[config.mk]
export PLATFORM = sky130hd
export DESIGN_NAME = line_mem_bridge
export DESIGN_NICKNAME = d
export VERILOG_FILES = /design/src/rtl/line_mem_bridge.sv
export SDC_FILE = /design/constraint.sdc
export NUM_CORES = 1
export LEC_CHECK = 0
export CAP_MARGIN = 20
export CORE_UTILIZATION = 42
export CTS_CLUSTER_SIZE = 14
export DETAILED_ROUTE_END_ITERATION = 10
export PLACE_DENSITY = 0.7
export SLEW_MARGIN = 5
export SYNTH_ARGS = -nofsm -noshare
export SYNTH_HDL_FRONTEND = slang
export SYNTH_SLANG_ARGS = --single-unit
[constraint.sdc]
create_clock -name clk -period 5.8 [get_ports clk]
set_input_delay 0.87 -clock clk [delete_from_list [all_inputs] [get_ports clk]]
set_output_delay 0.87 -clock clk [all_outputs]
set_load 0.01 [all_outputs]
[src/rtl/line_mem_bridge.sv]
// Cache line (4 x 32-bit) to word-bus bridge: serialises line fills and write-backs into four beats.
// Optional beat timeout when LINE_BRIDGE_TIMEOUT_EN is defined.
module line_mem_bridge (
  input  logic         clk,
  input  logic         rst_n,
  input  logic         mem_read,
  input  logic         mem_write,
  input  logic [31:0]  m_addr,
  input  logic [127:0] m_w_data,
  output logic [127:0] m_r_data,
  output logic         main_mem_ack,
  output logic         bus_req,
  output logic         bus_we,
  output logic [31:0]  bus_addr,
  output logic [31:0]  bus_wdata,
  input  logic         bus_ack,
  input  logic [31:0]  bus_rdata,
  output logic         err
);

  typedef enum logic [1:0] {IDLE, BEAT, ACK, DROP} state_e;

  state_e        state_q, state_d;
  logic [1:0]    beat_q, beat_d;
  logic          op_we_q, op_we_d;
  logic [27:0]   addr_q, addr_d;
  logic [127:0]  wline_q, wline_d;
  logic [127:0]  rline_q, rline_d;
  logic          bus_req_q, bus_req_d;
  logic          bus_we_q, bus_we_d;
  logic [31:0]   bus_addr_q, bus_addr_d;
  logic [31:0]   bus_wdata_q, bus_wdata_d;
  logic          ack_q, ack_d;
  logic          err_q, err_d;
  logic          timeout;
  logic          unused_addr_bits;

  assign unused_addr_bits = ^m_addr[3:0];

`ifdef LINE_BRIDGE_TIMEOUT_EN
  logic [7:0] cnt_q, cnt_d;

  // Counts BEAT cycles spent waiting on a requested beat; restarts at every beat issue.
  always_comb begin
    cnt_d = cnt_q;
    if (state_q == IDLE || (state_q == BEAT && !bus_req_q)) cnt_d = '0;
    else if (state_q == BEAT && !bus_ack)                   cnt_d = cnt_q + 8'd1;
  end

  assign timeout = (state_q == BEAT) && bus_req_q && !bus_ack && (cnt_q == 8'hFF);

  always_ff @(posedge clk or negedge rst_n) begin
    if (!rst_n) cnt_q <= '0;
    else        cnt_q <= cnt_d;
  end
`else
  assign timeout = 1'b0;
`endif

  always_comb begin
    state_d     = state_q;
    beat_d      = beat_q;
    op_we_d     = op_we_q;
    addr_d      = addr_q;
    wline_d     = wline_q;
    rline_d     = rline_q;
    bus_req_d   = bus_req_q;
    bus_we_d    = bus_we_q;
    bus_addr_d  = bus_addr_q;
    bus_wdata_d = bus_wdata_q;
    ack_d       = 1'b0;
    err_d       = err_q;
    case (state_q)
      IDLE: begin
        if (mem_write || mem_read) begin
          op_we_d     = mem_write;
          addr_d      = m_addr[31:4];
          if (mem_write) wline_d = m_w_data;
          beat_d      = 2'd0;
          bus_req_d   = 1'b1;
          bus_we_d    = mem_write;
          bus_addr_d  = {m_addr[31:4], 4'b0000};
          bus_wdata_d = mem_write ? m_w_data[31:0] : 32'h0;
          err_d       = 1'b0;
          state_d     = BEAT;
        end
      end
      BEAT: begin
        if (!bus_req_q) begin
          // Gap cycle between beats: present the next beat registered.
          bus_req_d   = 1'b1;
          bus_addr_d  = {addr_q, beat_q, 2'b00};
          bus_wdata_d = op_we_q ? wline_q[{beat_q, 5'b0} +: 32] : 32'h0;
        end else if (bus_ack) begin
          if (!op_we_q) rline_d[{beat_q, 5'b0} +: 32] = bus_rdata;
          bus_req_d = 1'b0;
          if (beat_q == 2'd3) begin
            ack_d   = 1'b1;
            state_d = ACK;
          end else begin
            beat_d  = beat_q + 2'd1;
          end
        end else if (timeout) begin
          bus_req_d = 1'b0;
          err_d     = 1'b1;
          ack_d     = 1'b1;
          state_d   = ACK;
        end
      end
      ACK:  state_d = DROP;
      // Hold off until the cache has actually released its request.
      DROP: if (!mem_read && !mem_write) state_d = IDLE;
      default: state_d = IDLE;
    endcase
  end

  always_ff @(posedge clk or negedge rst_n) begin
    if (!rst_n) begin
      state_q     <= IDLE;
      beat_q      <= '0;
      op_we_q     <= 1'b0;
      addr_q      <= '0;
      wline_q     <= '0;
      rline_q     <= '0;
      bus_req_q   <= 1'b0;
      bus_we_q    <= 1'b0;
      bus_addr_q  <= '0;
      bus_wdata_q <= '0;
      ack_q       <= 1'b0;
      err_q       <= 1'b0;
    end else begin
      state_q     <= state_d;
      beat_q      <= beat_d;
      op_we_q     <= op_we_d;
      addr_q      <= addr_d;
      wline_q     <= wline_d;
      rline_q     <= rline_d;
      bus_req_q   <= bus_req_d;
      bus_we_q    <= bus_we_d;
      bus_addr_q  <= bus_addr_d;
      bus_wdata_q <= bus_wdata_d;
      ack_q       <= ack_d;
      err_q       <= err_d;
    end
  end

  assign m_r_data     = rline_q;
  assign main_mem_ack = ack_q;
  assign bus_req      = bus_req_q;
  assign bus_we       = bus_we_q;
  assign bus_addr     = bus_addr_q;
  assign bus_wdata    = bus_wdata_q;
  assign err          = err_q;

endmodule

* After elaboration in Yosys (flattened, before gate mapping)
Index checks and enable logic that the tools add are counted.
W data, S select, Z words.
** Operators by class
- Bitwise logic cells :: 1
- Reductions and logical operators :: 13
- Multiplexer cells :: 28
- Shift-type cells :: 3
- $add $sub $neg :: 2
- Eq/ne operators :: 11
** Operators by type and width (number)
- $mux W32 :: 6
- $bwmux W128 :: 1
- $pmux W32 S2 :: 2
- $shift A32 B9 Y128 const A :: 1
- $shiftx A128 B8 Y32 :: 1
- $shiftx A32 B9 Y128 :: 1
- $mux W2 :: 9
- $ne A2 B2 Y1 const B :: 7
- $reduce_and A5 Y1 :: 2
- $neg A7 Y9 :: 1
- $pmux W2 S4 :: 1
- $mux W1 :: 7
- $eq A2 B2 Y1 const B :: 3
- $reduce_and A3 Y1 :: 2
- $pmux W2 S2 :: 1
- $reduce_and A2 Y1 :: 2
- $reduce_and A4 Y1 :: 1
- $add A2 B1 Y2 const B :: 1
- $eq A2 B1 Y1 const B :: 1
- $logic_not A1 Y1 :: 2
- $logic_not A2 Y1 :: 1
- $pmux W1 S2 :: 1
- $reduce_bool A2 Y1 :: 1
- $logic_and A1 B1 Y1 :: 1
- 2 further kinds :: 2
** Storage, ports and cells
- Bits in registers :: 355
- Logic and storage cells :: 68
- Output and inout bits :: 196
- Input bits :: 197

* Longest topological paths before layout
- Depth in word-level cells :: 5
- Depth in mapped cells :: 10
- Mapped depth without buffers :: 5

* Worst setup path before layout
No wires, ideal clock.
- Kind :: register to register
- Start :: reg beat_q[1]
- End :: reg rline_q[12] (netlist: m_r_data[12])
- Period minus slack after synthesis :: 2.520 ns
- Buffers on the path :: 4
- Setup slack :: 3.280 ns
- Data required time :: 5.736 ns
- Library setup time :: 0.064 ns
- Data arrival time :: 2.456 ns
- Cell stages (with the launch flop) :: 10
- Cells stage by stage :: dfrtp_1 clkbuf_1 buf_1 inv_1 ha_1 nor4bb_1 clkbuf_1 clkbuf_1 nand4_1 a21bo_2
** Between the ends
- Longest elaborated chain between the ends :: 3
- Elaborated cells between the ends (all ways) :: 4
- Those cells by class :: add/sub (1); shift (2); mux (1)
** Ends and longest elaborated chain
- start: declaration :: RTL line 24 : logic [1:0] beat_q, beat_d;
- start signal: assignment :: RTL line 133 : beat_q <= beat_d;
- $neg A7 Y9 * :: RTL line 95 : if (!op_we_q) rline_d[{beat_q, 5'b0} +: 32] = bus_rdata;
- $shiftx A32 B9 Y128 or $shift A32 B9 Y128 (tied branches) :: RTL line 95
- $bwmux W128 * :: RTL line 95
- end signal: assignment :: RTL line 137 : rline_q <= rline_d;
- end: declaration :: RTL line 28 : logic [127:0] rline_q, rline_d;
Mark *: on every way between the ends. The rest lies on a longest branch, timed or not.
A chain may end at the register's enable or synchronous reset.

* Final worst setup path
- Start :: reg state_q[1]
- End :: reg bus_wdata_q[31] (netlist: bus_wdata[31])
** Between the ends
- Longest elaborated chain between the ends :: 3
- Elaborated cells between the ends (all ways) :: 7
- Those cells by class :: eq/ne (3); mux (1); reduce/logical (3)
** Ends and longest elaborated chain
- start: declaration :: RTL line 23 : state_e state_q, state_d;
- start signal: assignment :: RTL line 132 : state_q <= state_d;
- $eq A2 B1 Y1 or $logic_not A2 Y1 (tied branches) :: RTL line 73 : case (state_q)
- $ne A2 B2 Y1 (no source line) or $reduce_bool A2 Y1 (tied branches)
- $reduce_and A3 Y1 (no source line)
- end signal: assignment :: RTL line 141 : bus_wdata_q <= bus_wdata_d;
- end: declaration :: RTL line 32 : logic [31:0] bus_wdata_q, bus_wdata_d;
Several ways; a longest one is shown, not always the timed one.

==> impl_metrics.py <==
metrics = {
    "layout": {
        "drive_above_1_share_pct": 28.9,
        "summed_area_of_non_filler_cells_in_the_final_layout_mm2": 0.0207,
        "num-fill-cells": 2913,
        "layout_commonest_cell": "clkdlybuf4s50_1",
        "fin_nets": 1579,
        "mostFrequentLayoutCells": "clkdlybuf4s50_1, dfrtp_1, mux2_2, nand4_1, a22o_1",
        "synthToLayoutAreaGrowth_pct": 36.7,
    },
    "synthesis": {
        "async_flop_share_pct": 100,
        "ys.warnings.count": 0,
        "seq_area_frac_synth_pct": 58.3,
        "synthDistinctLibCells": 42,
        "syn_area_per_cell_um2": 15.0,
        "synthDominantCellAreaShare_pct": 58.3,
        "synthDominantAreaCellType": "dfrtp_1",
        "netlist_area_mm2": 0.0152,
        "post_synthesis_cells": 1013,
        "ys_seq_elements": 353,
        "yosys-top-cells-area": "dfrtp_1, mux2_2, mux4_2",
        "synth_enable_flop_cells": 0,
        "synthFlopType": "dfrtp_1",
    },
    "place": {
        "dpl_worst_slack_ps": 2510,
        "place.gp.congestion": 0.791,
        "buffer_ports.inserted": 385,
        "half_perimeter_wire_length_of_the_detailed_placement_result_mm": 26.2,
        "post_dp_cell_area_mm2": 0.0194,
    },
    "routing": {
        "final_antenna_net_count": 0,
        "drt_pre_antenna_iters": 4,
        "wire_per_inst_um": 22.3,
        "post_drt_via_cell_ratio": 5.59,
        "dr_total_vias": 10400,
        "routed_wl_mm": 41.5,
        "drc": 0,
        "detailedRoute.firstIterationViolations": 443,
    },
    "sta": {
        "worst_slew_margin_rel_pct": 42.0,
        "timing.final.max_slew_violations": 0,
        "grt_setup_unrepaired": "false",
        "layout_min_cycle_time_ps": 3030,
        "finalHoldWorstSlack_ps": 310,
        "clock_skew_ps": 25.0,
        "clock.fmax_ghz": 0.330,
        "final_min_period_over_clock_period_pct": 52.2,
        "report.final.hold_viol_count": 0,
        "tightestPinTransition_ps": 869,
        "layout_setup_ws_ps": 2770,
        "fin_tns_setup_ps": 0,
        "setup_viol_count_final": 0,
    },
    "clocking": {
        "root_buffer": "clkbuf_16",
        "clkTransAtPathRegs_ps": 60,
        "post-cts-setup-buffer-count": 0,
        "cts_repair_resize_count": 0,
        "cts-htree-levels": 2,
        "clock_tree_from_tritoncts": "yes",
        "tritoncts_buffer_count": 40,
        "cts_hold_buffers": 0,
        "worst_skew_pair.late_latency_ps": 560,
        "max-clock-path-buffers": 3,
        "numClockSinks": 353,
    },
    "power": {
        "power_mw": 9.85,
        "p_per_area_mw_per_mm2": 475,
        "total_leakage_power_nw": 8.93,
        "vdd_drop_max_mv": 0.315,
    },
    "global_routing": {
        "gr-usage-all-layers_pct": 22.7,
        "gr-total-overflow": 0,
        "grt_start_max_net_pins": 140,
        "grt_first_pass_wirelength_mm": 63.9,
        "first_global_vias": 11000,
        "antenna_found_initial": 7,
    },
    "worst_setup_path": {
        "cp_data_required_time_ps": 6240,
        "regToRegEndpoint": "bus_wdata[31]",
        "endpoint_kind": "register",
        "ff2ff_setup_slack_ps": 2770,
        "worstPathArrival_ps": 3470,
        "critPathLaunchType": "register",
        "reg2reg_depth": 7,
        "critPathLaunch": "state_q[1]",
        "rr_startpoint": "state_q[1]",
        "timing_worst_setup_path_type": "register to register",
        "crit_end": "bus_wdata[31]",
        "path_max_fanout": 32,
    },
    "die": {
        "start_util_pct": 42.6,
        "fp-row-count": 69,
        "die_area_mm2": 0.0369,
        "floorplan.die.width_um": 192,
        "ioPinCount": 393,
        "core-area_mm2": 0.0356,
        "die_height_um": 192,
    },
    "outcome": {
        "outcome": "completed",
    },
    "hold_path": {
        "hold_path_class": "input port to asynchronous set/reset pin",
    },
    "job": {
        "maxCapViolCount": 0,
    },
}
-- synthesized netlist by cell type, types with 2 or more instances --
cell and instances:
a221o_2 4, clkbuf_1 46, a22o_1 64, nand3_1 3
o31ai_1 3, a21bo_1 5, dfrtp_1 353, buf_4 5
buf_6 2, and3_1 3, a221o_1 28, mux2i_1 2
buf_8 3, mux2_2 211, nor2_1 3, nor4bb_1 2
mux2_1 3, o21ai_0 4, mux4_2 32, inv_1 4
buf_2 38, a21bo_2 59, and4b_1 31, ha_1 12
nand4_1 64, nand2_1 12, and4b_2 2
-- how the worst min path moves through the flow --
stage / start / end / slack (ps) / cells after the start
floorplan: addr_q[0] / addr_q[0] / 470 / 1
global placement: m_r_data[104] / m_r_data[104] / 460 / 1
finish: rst_n / wline_q[24] / 310 / 1
global route: rst_n / wline_q[24] / 340 / 1
detailed placement: m_r_data[104] / m_r_data[104] / 460 / 1
CTS: rst_n / bus_wdata[24] / 320 / 1
-- where the power goes --
part           internal (mW)  total [mW]  switching (mW)  leakage [nW]
combinational           2.03        3.52            1.49          3.84
clock                   1.53        2.55            1.02         0.642
sequential              3.34        3.78           0.443          4.45
total                   6.89        9.85            2.95          8.93
-- metal layers --
metal / track usage [%] / vias to the layer above / wire length, um
li1: - / 4592 / -
met1: 27.3 / 5365 / 16600
met2: 37.4 / 370 / 19800
met3: 7.80 / 99 / 3580
met4: 9.15 / 6 / 1470
met5: 0 / - / 41
-- worst max-delay path, stage by stage, from the launching register on --
cell and delay (ps):
dfrtp_1 410, inv_1 150, ha_1 550, buf_4 420, nor2_1 200, or3_1 420
buf_4 300, a221o_2 440
-- kinds of logic after synthesis --
group                    share of synthesized area [%]
flip-flops                                        58.3
adder cells (fa/ha/maj)                          0.990
other                                           0.0247
buffers and inverters                             3.21
AND/OR/NAND/NOR                                   6.30
AO/OA/AOI/OAI                                     10.4
multiplexers                                      20.8
-- layout make-up --
class / instances / area, um^2 / area share [%]
diodes: 5 / 12.5 / 0.0604
clock buffers: 60 / 1170 / 5.63
clock inverters: 12 / 151 / 0.731
inverters: 4 / 15.0 / 0.0725
multi-input cells: 563 / 5890 / 28.4
flip-flops and latches: 353 / 8840 / 42.6
well taps: 461 / 577 / 2.78
repair buffers: 408 / 4070 / 19.6
-- through the flow --
| step | instances | utilization [%] |
|---|---|---|
| finish | 1866 | 58.3 |
| global route | 1865 | 58.3 |
| CTS | 1861 | 58.2 |
| detailed placement | 1789 | 54.5 |
| global placement | 1789 | 54.5 |
| floorplan | 1015 | - |
-- flip-flops by register name, summed over array words and instances, names as in the netlist --
register      flops
m_r_data        128
wline_q         128
bus_we            1
bus_wdata        32
main_mem_ack      1
state_q           2
bus_req           1
addr_q           28
bus_addr         30
beat_q            2
Note: power is estimated with default switching activity, not from simulation.
==> variant: new RTL, same flow settings <==
Take the reset off `bus_wdata_q` and load it in a clocked block of its own.
--- a/src/rtl/line_mem_bridge.sv
+++ b/src/rtl/line_mem_bridge.sv
@@ -125,7 +125,6 @@
       bus_req_q   <= 1'b0;
       bus_we_q    <= 1'b0;
       bus_addr_q  <= '0;
-      bus_wdata_q <= '0;
       ack_q       <= 1'b0;
       err_q       <= 1'b0;
     end else begin
@@ -138,10 +137,13 @@
       bus_req_q   <= bus_req_d;
       bus_we_q    <= bus_we_d;
       bus_addr_q  <= bus_addr_d;
-      bus_wdata_q <= bus_wdata_d;
       ack_q       <= ack_d;
       err_q       <= err_d;
     end
+  end
+
+  always_ff @(posedge clk) begin
+    bus_wdata_q <= bus_wdata_d;
   end
 
   assign m_r_data     = rline_q;
Function: changed (Yosys sat finds a counterexample within 4 cycles, from zero or initial values and one cycle with rst_n low).
==> variant against the unedited design <==
Synthesized area is 0.69% lower; sequential cell count stayed put; final area is 1.2% lower; combinational power hardly changed; sequential power is 5% higher; setup slack worse by 0.44 ns; power is 1.1% higher; non-clock buffer count is 3 lower; via count is 5.6% lower; wire length is 4.3% lower; critical path type unchanged; critical endpoint is now bus_addr[16]; largest power group unchanged.
==> variant: results (changes against the unedited design) <==
status finished, final reports clean; crit path DAT 3.89 ns (+0.42 ns); met2 wire length 19100 um (-3.5%); Worst R2R Path Depth 6 (-1); Final nets 1541 (-2.4%); Clock transition at path regs 0.06 ns (about the same); Synth area leaders dfrtp_1 53%, mux2_2 15%, edfxtp_1 6.4%; reg-to-reg setup timing slack 2.34 ns (-0.44 ns); GR Layer Usage met1 0.272 (-0.000798); cell area after placement 19100 sq um (-1.3%); wire per inst 21.8 um (-2.0%); Inserted Clock Buffers 39 (-2.5%); M1 wire length 16000 um (-4.1%); internal power component 7.01 mW (+1.6%); port bufs 385 (unchanged); sequential fraction of the synthesis area 0.597 (+0.0147); Max clock buf depth 3 (unchanged); EDFF count, synth 32 (+32); first-pass GRT wire length 61400 um (-3.9%); global routing met2 resource utilization 0.356 (-0.0173); Hold Crit Class in -> async; Peak VDD IR 0.347 mV (+10%); layout cells sized above 1 0.258 (-0.0310); DR top layer met5; largest net degree at the start of global routing 167 (+19%); Max H-tree Level 2 (unchanged); WL met3 3500 um (-2.2%); most frequent cells after synthesis 321 x dfrtp_1, 205 x mux2_2, 96 x a22o_1; Final HPWL DP 26200 um (+0.26%); met3 global-route usage 0.0742 (-0.00385); Clk Latency, worst-skew pair 0.54 ns (-0.02 ns); Root Driver clkbuf_16; Worst setup endpoint bus_addr[16]; drt first pass iters 4 (unchanged); GRT Overall Usage 0.219 (-0.00825); Setup crit start state_q[1]; skew final 0.0254 ns (+0.000359 ns); CP Max Fanout 58 (+81%); number of synthesis warnings 0 (unchanged); GPL Wtd Cong 0.811 (+2.6%); antenna violations before repair 7 (unchanged); Synth cell types 38 (-9.5%); slowest stage delay, CP 0.88 ns (+0.33 ns); vias in the first global route 10400 (-5.2%); Leakage 8.88 nW (-0.57%); post-CTS setup buffers 0 (unchanged); Slowest-stage cell, CP ha_2; DR iter-0 viols 500 (+13%); Vias 9847 (-5.6%); Worst Tran Pin Value 1.11 ns (+0.241 ns); FFs w/ async S/R, synth 0.909 (-0.0907)
-- variant: cell types whose count changed in the layout (fill, tap and decap cells not counted), sizes merged, moves of 3 or more --
cell,delta
a221o,-32
a22o,+32
and4b,-32
buf,-3
dfrtp,-32
edfxtp,+32
-- variant: through the flow --
stage / hold slack (ns) / instances / setup WS (ns) / util
after global routing: 0.265 / 1820 / 2.15 / 0.587
after global placement: 0.462 / 1745 / 2.36 / 0.548
final: 0.250 / 1822 / 2.34 / 0.587
after floorplan: 0.474 / 972 / 3.56 / -
after CTS: 0.248 / 1817 / 2.31 / 0.586
after detailed placement: 0.466 / 1745 / 2.32 / 0.548
-- variant: final cells by class --
type | count | area [sq um]
Tap cell | 455 | 569
Inverter | 6 | 22.5
Timing Repair Buffer | 405 | 4050
Sequential cell | 353 | 9000
Clock buffer | 61 | 1170
Antenna cell | 4 | 10.0
Multi-Input combinational cell | 527 | 5520
Clock inverter | 11 | 124
Fill cell | 2775 | 14400
-- variant: cells by family (layout without fill, tap and decap cells) --
family | after synthesis | count (layout) | synth area share
simple gates | 96 | 96 | 0.0409
buf+inv | 92 | 483 | 0.0392
compound gates | 166 | 166 | 0.102
flops | 353 | 353 | 0.597
mux | 250 | 250 | 0.211
other cells | 1 | 7 | 0.000249
fa+ha+maj | 12 | 12 | 0.00997
-- variant: power by group through the flow --
stage	clock network, mW	logic [mW]	registers (mW)
CTS	2.53	3.57	3.96
detailed placement	0	3.56	3.99
global route	2.63	3.79	4.07
finish	2.48	3.52	3.96
floorplan	0	2.11	4.02
global placement	0	3.48	3.95
-- variant: worst max-delay path, delay by kind of cell, from the launching register on --
family | cells | cell delay, ns
simple gates | 1 | 0.27
buf+inv | 2 | 0.93
compound gates | 1 | 0.40
fa+ha+maj | 1 | 0.88
mux | 1 | 0.42
flops | 1 | 0.41
